`src/rtl/noc_local_ni.sv`:
```
// Local-port network interface: frames host commands into address/size/payload packets
// and deframes packets arriving from the router into a payload stream with a last marker.
module noc_local_ni #(
   parameter int unsigned TAM_FLIT = 16,
   parameter int unsigned NUM_X    = 4,
   parameter int unsigned NUM_Y    = 4,
   parameter int unsigned RX_DEPTH = 8,
   parameter int unsigned LEN_W    = 8
) (
   input  logic                clock,
   input  logic                reset,
   input  logic                cmd_valid,
   output logic                cmd_ready,
   input  logic [TAM_FLIT-1:0] cmd_dest,
   input  logic [LEN_W-1:0]    cmd_len,
   input  logic                pl_valid,
   output logic                pl_ready,
   input  logic [TAM_FLIT-1:0] pl_data,
   output logic                tx,
   output logic [TAM_FLIT-1:0] data_out,
   input  logic                credit_i,
   input  logic                rx,
   input  logic [TAM_FLIT-1:0] data_in,
   output logic                credit_o,
   output logic                rx_valid,
   input  logic                rx_ready,
   output logic [TAM_FLIT-1:0] rx_data,
   output logic                rx_last,
   output logic                err_dest,
   output logic [15:0]         sent_pkts,
   output logic [15:0]         recv_pkts
);

   localparam int unsigned META  = TAM_FLIT / 2;
   localparam int unsigned PTR_W = $clog2(RX_DEPTH);

   typedef enum logic [2:0] {StIdle, StHdr, StSize, StPay, StDrop} inj_state_e;
   typedef enum logic [1:0] {StRHdr, StRSize, StRPay} rx_state_e;

   // ---------------- injection ----------------
   inj_state_e          inj_q, inj_d;
   logic [TAM_FLIT-1:0] dest_q, dest_d;
   logic [LEN_W-1:0]    len_q, len_d;
   logic                err_q, err_d;
   logic [15:0]         sent_q, sent_d;
   logic                dest_ok;

   assign dest_ok = (32'(cmd_dest[TAM_FLIT-1:META]) < NUM_X) &&
                    (32'(cmd_dest[META-1:0]) < NUM_Y);

   always_comb begin
      inj_d     = inj_q;
      dest_d    = dest_q;
      len_d     = len_q;
      err_d     = 1'b0;
      sent_d    = sent_q;
      cmd_ready = 1'b0;
      tx        = 1'b0;
      data_out  = '0;
      pl_ready  = 1'b0;
      unique case (inj_q)
         StIdle: begin
            cmd_ready = 1'b1;
            if (cmd_valid) begin
               dest_d = cmd_dest;
               len_d  = cmd_len;
               if (!dest_ok) begin
                  err_d = 1'b1;
                  if (cmd_len != '0) inj_d = StDrop;
               end else begin
                  inj_d = StHdr;
               end
            end
         end
         StHdr: begin
            tx       = 1'b1;
            data_out = dest_q;
            if (credit_i) inj_d = StSize;
         end
         StSize: begin
            tx       = 1'b1;
            data_out = TAM_FLIT'(len_q);
            if (credit_i) begin
               if (len_q == '0) begin
                  inj_d  = StIdle;
                  sent_d = sent_q + 16'd1;
               end else begin
                  inj_d = StPay;
               end
            end
         end
         StPay: begin
            // len_q counts remaining payload flits from here on
            tx       = pl_valid;
            data_out = pl_data;
            pl_ready = credit_i;
            if (pl_valid && credit_i) begin
               len_d = len_q - LEN_W'(1);
               if (len_q == LEN_W'(1)) begin
                  inj_d  = StIdle;
                  sent_d = sent_q + 16'd1;
               end
            end
         end
         StDrop: begin
            pl_ready = 1'b1;
            if (pl_valid) begin
               len_d = len_q - LEN_W'(1);
               if (len_q == LEN_W'(1)) inj_d = StIdle;
            end
         end
         default: inj_d = StIdle;
      endcase
   end

   always_ff @(posedge clock) begin
      if (reset) begin
         inj_q  <= StIdle;
         dest_q <= '0;
         len_q  <= '0;
         err_q  <= 1'b0;
         sent_q <= '0;
      end else begin
         inj_q  <= inj_d;
         dest_q <= dest_d;
         len_q  <= len_d;
         err_q  <= err_d;
         sent_q <= sent_d;
      end
   end

   assign err_dest  = err_q;
   assign sent_pkts = sent_q;

   // ---------------- ejection ----------------
   logic [TAM_FLIT-1:0] mem [RX_DEPTH];
   logic [PTR_W:0]      wr_q, rd_q;
   logic                empty, full, push, pop;
   logic [TAM_FLIT-1:0] head;
   rx_state_e           rx_q, rx_d;
   logic [LEN_W-1:0]    cnt_q, cnt_d;
   logic [15:0]         recv_q, recv_d;

   assign empty    = (wr_q == rd_q);
   assign full     = (wr_q[PTR_W] != rd_q[PTR_W]) && (wr_q[PTR_W-1:0] == rd_q[PTR_W-1:0]);
   assign credit_o = !full;
   assign push     = rx && credit_o;
   assign head     = mem[rd_q[PTR_W-1:0]];

   always_comb begin
      rx_d     = rx_q;
      cnt_d    = cnt_q;
      recv_d   = recv_q;
      pop      = 1'b0;
      rx_valid = 1'b0;
      rx_last  = 1'b0;
      rx_data  = '0;
      unique case (rx_q)
         StRHdr: begin
            if (!empty) begin
               pop  = 1'b1;
               rx_d = StRSize;
            end
         end
         StRSize: begin
            if (!empty) begin
               pop   = 1'b1;
               cnt_d = head[LEN_W-1:0];
               if (head[LEN_W-1:0] == '0) begin
                  rx_d   = StRHdr;
                  recv_d = recv_q + 16'd1;
               end else begin
                  rx_d = StRPay;
               end
            end
         end
         StRPay: begin
            if (!empty) begin
               rx_valid = 1'b1;
               rx_data  = head;
               rx_last  = (cnt_q == LEN_W'(1));
               if (rx_ready) begin
                  pop   = 1'b1;
                  cnt_d = cnt_q - LEN_W'(1);
                  if (cnt_q == LEN_W'(1)) begin
                     rx_d   = StRHdr;
                     recv_d = recv_q + 16'd1;
                  end
               end
            end
         end
         default: rx_d = StRHdr;
      endcase
   end

   always_ff @(posedge clock) begin
      if (reset) begin
         wr_q   <= '0;
         rd_q   <= '0;
         rx_q   <= StRHdr;
         cnt_q  <= '0;
         recv_q <= '0;
      end else begin
         if (push) wr_q <= wr_q + (PTR_W + 1)'(1);
         if (pop)  rd_q <= rd_q + (PTR_W + 1)'(1);
         rx_q   <= rx_d;
         cnt_q  <= cnt_d;
         recv_q <= recv_d;
      end
   end

   always_ff @(posedge clock) begin
      if (push) mem[wr_q[PTR_W-1:0]] <= data_in;
   end

   assign recv_pkts = recv_q;

endmodule

```
`config.mk`:
```
export PLATFORM = sky130hd
export DESIGN_NAME = noc_local_ni
export DESIGN_NICKNAME = d
export VERILOG_FILES = /design/src/rtl/noc_local_ni.sv
export SDC_FILE = /design/constraint.sdc
export NUM_CORES = 1
export LEC_CHECK = 0
export ABC_AREA = 0
export CAP_MARGIN = 20
export CORE_MARGIN = 2
export CORE_UTILIZATION = 40
export DETAILED_ROUTE_END_ITERATION = 8
export PLACE_DENSITY_LB_ADDON = 0.3
export SKIP_CTS_REPAIR_TIMING = 1
export SYNTH_ARGS = -nofsm -noshare
export SYNTH_HDL_FRONTEND = slang
export SYNTH_SLANG_ARGS = --single-unit
```
`constraint.sdc`:
```
create_clock -name clock -period 5.32 [get_ports clock]
set_input_delay 1.596 -clock clock [delete_from_list [all_inputs] [get_ports clock]]
set_output_delay 1.596 -clock clock [all_outputs]
set_load 0.03 [all_outputs]
```
-- Yosys cells after proc, flatten, opt, wreduce, memory -nomap -nowiden
Memories as Yosys holds them, arrays and structs flattened. A register that Yosys moved wholly into a read port is not among the register bits.
Cells that the tools add are included.
- add/sub/neg operators: 6
- magnitude comparators: 2
- equality and inequality tests: 25
- muxes and demuxes: 54
- bitwise operators: 2
- reduce and logical (&&, ||, !) cells: 23
- operator list (cell ; count):
    2-to-1 mux 16 bit ; 11
    one-hot mux 16 bit (2 select lines) ; 2
    2-to-1 mux 8 bit ; 6
    one-hot mux 16 bit (3 select lines) ; 1
    adder 16 x 1 -> 16 bit (second input constant) ; 2
    2-to-1 mux 3 bit ; 10
    inequality test 2 bit (second input constant) ; 13
    one-hot mux 8 bit (3 select lines) ; 1
    == test 8 x 1 -> 1 bit (second input constant) ; 2
    logical NOT 8 bit ; 2
    < comparator 8 x 3 -> 1 bit (second input constant) ; 2
    one-hot mux 8 bit (2 select lines) ; 1
    subtractor 8 x 1 -> 8 bit (second input constant) ; 2
    one-hot mux 3 bit (5 select lines) ; 1
    2-to-1 mux 2 bit ; 7
    AND reduction 6 bit ; 2
    2-to-1 mux 1 bit ; 10
    AND reduction 5 bit ; 2
    adder 4 x 1 -> 4 bit (second input constant) ; 2
    AND reduction 4 bit ; 2
    nonzero test 8 bit ; 1
    == test 3 x 2 -> 1 bit (second input constant) ; 2
    one-hot mux 1 bit (2 select lines) ; 3
    one-hot mux 2 bit (3 select lines) ; 1
    other kinds (18) ; 24
- flip-flop bits (word level): 78
- memory bits (writable): 128
- bits of input ports: 63
- word-level logic and storage cells: 123
- memories: 1
- memory list (memory ; words ; width ; read ports ; clocked after Yosys merged registers in ; wr ports ; RTL line ; RTL):
    mem ; 8 ; 16 ; 1 ; 1 ; 1 ; 136 ; logic [TAM_FLIT-1:0] mem [RX_DEPTH];

-- Depth between registers and ports, before layout
- depth after elaboration: 6
- depth in mapped cells: 11
- depth with buffers taken out: 9

-- Worst setup path after synthesis
OpenSTA, ideal clock, no wires.
- path kind: input to output
- start: input credit_i
- end: output pl_ready
- arrival: 2370 ps
- data required time: 3724 ps
- slack: 1354 ps
- cell stages on the path: 2
- cells stage by stage: inv_1 o21ai_0
- cells in the longest elaborated chain, start to end: 1
- RTL lines (what ; RTL line ; RTL):
    start: declaration ; 21 ; input logic credit_i,
    one-hot mux 1 bit (2 select lines) ; 61 ; unique case (inj_q)
    end: declaration ; 17 ; output logic pl_ready,
No other way between the ends.

-- Final worst setup path
- start: register wr_q[1]
- end: output rx_data[14]
- cells in the longest elaborated chain, start to end: 3
- RTL lines (what ; RTL line ; RTL):
    start: declaration ; 137 ; logic [PTR_W:0] wr_q, rd_q;
    start signal: assignment ; 204 ; if (push) wr_q <= wr_q + (PTR_W + 1)'(1);
    == test 4 bit ; 144 ; assign empty = (wr_q == rd_q);
    2-to-1 mux 16 bit ; 178 ; if (!empty) begin
    2-to-1 mux 16 bit ; 158 ; unique case (rx_q)
    end: declaration ; 27 ; output logic [TAM_FLIT-1:0] rx_data,
No other way between the ends.

==> metrics.md <==
| Metric | Value |
|---|---|
| Status | `finished clean` |
| Post-Syn Area | `0.00933 sq mm` |
| Syn Nets | `852` |
| Vias/cell | `5.26` |
| Top cell type's share of synthesized area | `0.412` |
| First-pass DRT Iterations | `5` |
| Async SR Flop Fraction | `0` |
| Fmax | `0.202 GHz` |
| Initial Utilization | `0.410` |
| CP cell instances | `xor2_1, or4_1, nand2_1, a21oi_1, clkdlybuf4s50_1` |
| WHS | `0.453 ns` |
| Routed WL | `21.0 mm` |
| #FFs+latches synth | `209` |
| Core Box Area | `0.0228 sq mm` |
| Avg Inst Size Synth | `12.0 sq um` |
| Footprint of the multi-input gates | `~0.0036 sq mm` |
| Worst slew margin | `0.335` |
| WL/cell | `17.0 um` |
| Die height | `157 um` |
| GPL Wtd Cong | `0.822` |
| Largest area contributor in the netlist | `edfxtp_1` |
| Post-DP HPWL | `13.6 mm` |
| First-pass GRT wire length | `~33 mm` |
| Maxcap violations | `0` |
| Top cells by area, synth | `edfxtp_1, dfxtp_1, mux4_2` |
| Rows | `55` |
| # DRC | `0` |
| Die Wd | `157 um` |
| Number of synthesized flops with an enable pin | `128` |
| Largest net degree at the start of global routing | `50` |
| Post-route setup TNS | `0 ns` |
| CTS Sinks | `209` |
| Startpoint Class | `flip-flop` |
| Hold Path Depth | `2` |
| Critical path's top delay family | `simple AND/OR/NAND/NOR gates` |
| R2R Setup Slk | `between 1.5 and 2 ns` |
| Insertion delay to the later sink of the worst-skew pair | `0.53 ns` |
| Max clock buf depth | `3` |
| Critical path buffers and inverters | `1` |
| Layout cells sized above 1 | `0.121` |
| # H-tree levels | `1` |
| Unrepaired setup endpoints after global routing | `no` |
| Leakage | `3.94 nW` |
| YS warnings | `0` |
| Vias in the first global route | `just over 6000` |
| Worst Skew | `0.0144 ns` |
| Layout filler cell count | `2012` |
| Diodes inserted | `0` |
| Tmin final | `4.94 ns` |
| Crit path DAT | `3.34 ns` |
| Clock-pin slew on the worst setup and hold paths | `0.06 ns` |
| CP Class | `reg -> out` |
| Min-Delay Path Class | `reg -> reg` |
| Cell count after synthesis | `780` |
| Die ar. | `0.0246 sq mm` |
| Hold endpoint | `dest_q[14]$_SDFFE_PP0P_` |
| Final setup violation count | `0` |
| CP Max Fanout | `17` |
| TritonCTS clock tree | `done` |
| Reg2reg end | `recv_pkts[9]$_SDFFE_PP0P_` |
| Worst slew pin tran | `0.997 ns` |
| Hold path start | `dest_q[14]$_SDFFE_PP0P_` |
| Initial antenna violation count | `0` |
| Cell area power density | `370 mW/mm^2` |
| GRT Util Overall | `0.170` |
| Root buffer cell | `clkbuf_16` |
| Register area | `approximately 0.0055 sq mm` |
| Number of buffers created by CTS | `23` |
| Vias | `6506` |
| GR Overflow Total | `0` |
| Share of the clock period used by the worst path | `0.929` |
| Worst Path Required | `3.72 ns` |
| Post-route ant nets | `0` |
| I/O Buffers | `approximately 130` |
| CP peak stage delay | `0.66 ns` |
| Slowest CP cell | `or4_1` |
| Final Hold Fails | `0` |
| Main synth FF type | `edfxtp_1` |
| Layout area overhead | `25.4%` |
| Worst setup EP type | `output pin` |
| Register area share after synthesis | `0.586` |
| Final Max Tran Viols | `0` |
| Maximum VDD drop | `0.336 mV` |
| Cell variety after synth | `61` |
| Initial drt markers | `roughly 390` |
| Final net count | `between 900 and 1000` |
| I/O pin count | `roughly 130` |
| Reg2reg path depth | `7` |
cell type report:
class,instances,share of cell area
sequential,209,0.467
multi-input combinational,511,0.311
timing repair buffer,149,0.125
clock buffer,29,0.0528
tap,313,0.0335
clock inverter,8,0.00567
inverter,17,0.00545
per-layer routing:
metal  GRT usage  vias to the layer above  share of wire
li1            -                     3153              -
met1       0.232                     3151           0.46
met2       0.284                      176           0.46
met3      0.0327                       26          0.060
met4      0.0367                        0          0.016
met5           0                        -              0
report_power, final:
| group | leakage (nW) | internal, mW | switching, mW |
|---|---|---|---|
| Clock | 0.334 | 0.825 | 0.648 |
| Sequential | 1.82 | 1.80 | 0.128 |
| Combinational | 1.78 | 0.432 | 0.497 |
| Total | 3.94 | 3.06 | 1.27 |
how the worst max path moves through the flow:
stage | start | endpoint | slack [ns] | cells past startpoint
finish | wr_q[1]$_SDFFE_PP0P_ | rx_data[14] | 0.38 | 5
global route | wr_q[1]$_SDFFE_PP0P_ | rx_data[8] | 0.19 | 5
CTS | wr_q[1]$_SDFFE_PP0P_ | rx_data[14] | 0.31 | 5
detailed placement | credit_i | pl_ready | 0.55 | 4
global placement | credit_i | pl_ready | 0.54 | 4
floorplan | credit_i | pl_ready | 1.35 | 2
worst min-delay path: cells and delay by family (launching register included):
| family | cells | cell delay, ns |
|---|---|---|
| AOI/OAI and AO/OA | 1 | 0.05 |
| DFF | 1 | 0.31 |
| and+or+nand+nor | 1 | 0.05 |
synthesized netlist by cell type, drive strengths merged, types with 2 or more instances:
| cell | count |
|---|---|
| or3 | 10 |
| nor2 | 74 |
| clkbuf | 31 |
| o21ai | 30 |
| a21o | 10 |
| nor2b | 4 |
| nand2 | 92 |
| dfxtp | 81 |
| buf | 12 |
| nand4 | 9 |
| o31ai | 3 |
| nor3b | 4 |
| mux4 | 28 |
| or4 | 2 |
| a22oi | 13 |
| nor3 | 16 |
| a31oi | 4 |
| and3 | 13 |
| o22ai | 6 |
| xnor2 | 7 |
| a21oi | 60 |
| inv | 17 |
| a32o | 2 |
| mux2i | 26 |
| ha | 9 |
| a21boi | 2 |
| a221oi | 2 |
| nand2b | 10 |
| xor2 | 16 |
| edfxtp | 128 |
| and2 | 5 |
| mux2 | 8 |
| nand3 | 17 |
| and4 | 5 |
| nor4 | 7 |
| a211oi | 4 |
through the flow:
stage	cell area, sq um	utilization	setup slack (ns)	power (mW)	cells
finish	11700	0.514	0.379	4.33	1236
global route	11700	0.514	0.189	4.54	1236
CTS	11700	0.514	0.310	4.38	1236
detailed placement	11000	0.484	0.547	2.90	1199
global placement	11000	0.484	0.544	2.89	1199
floorplan	9330	-	1.35	2.63	780
cells by family (layout without fill, tap and decap cells):
logic type      after synthesis  count (layout)  share of synthesized area
compound gates              146             146                      0.103
buf+inv                      60             203                     0.0277
xor+xnor                     23              23                     0.0216
flops                       209             209                      0.586
mux                          62              62                      0.108
simple gates                271             271                      0.142
fa+ha+maj                     9               9                     0.0121
registers in the layout, indices dropped and copies added, names as in the netlist, named ones only:
name and flops:
dest_q 16, err_dest 1, sent_pkts 16, rd_q 4, mem 128, inj_q 3
wr_q 4, rx_q 2, cnt_q 8, recv_pkts 16, len_q 8
cell usage in the layout, fill, tap and decap left out, types with 15 or more instances in the layout:
| master | count |
|---|---|
| buf_4 | 15 |
| o21ai_0 | 30 |
| dfxtp_1 | 80 |
| inv_1 | 17 |
| nand2_1 | 92 |
| clkbuf_16 | 23 |
| xor2_1 | 16 |
| edfxtp_1 | 128 |
| mux4_2 | 24 |
| mux2i_1 | 25 |
| clkdlybuf4s50_1 | 132 |
| a21oi_1 | 51 |
| nor2_1 | 74 |
(Power assumes the default switching activity.)
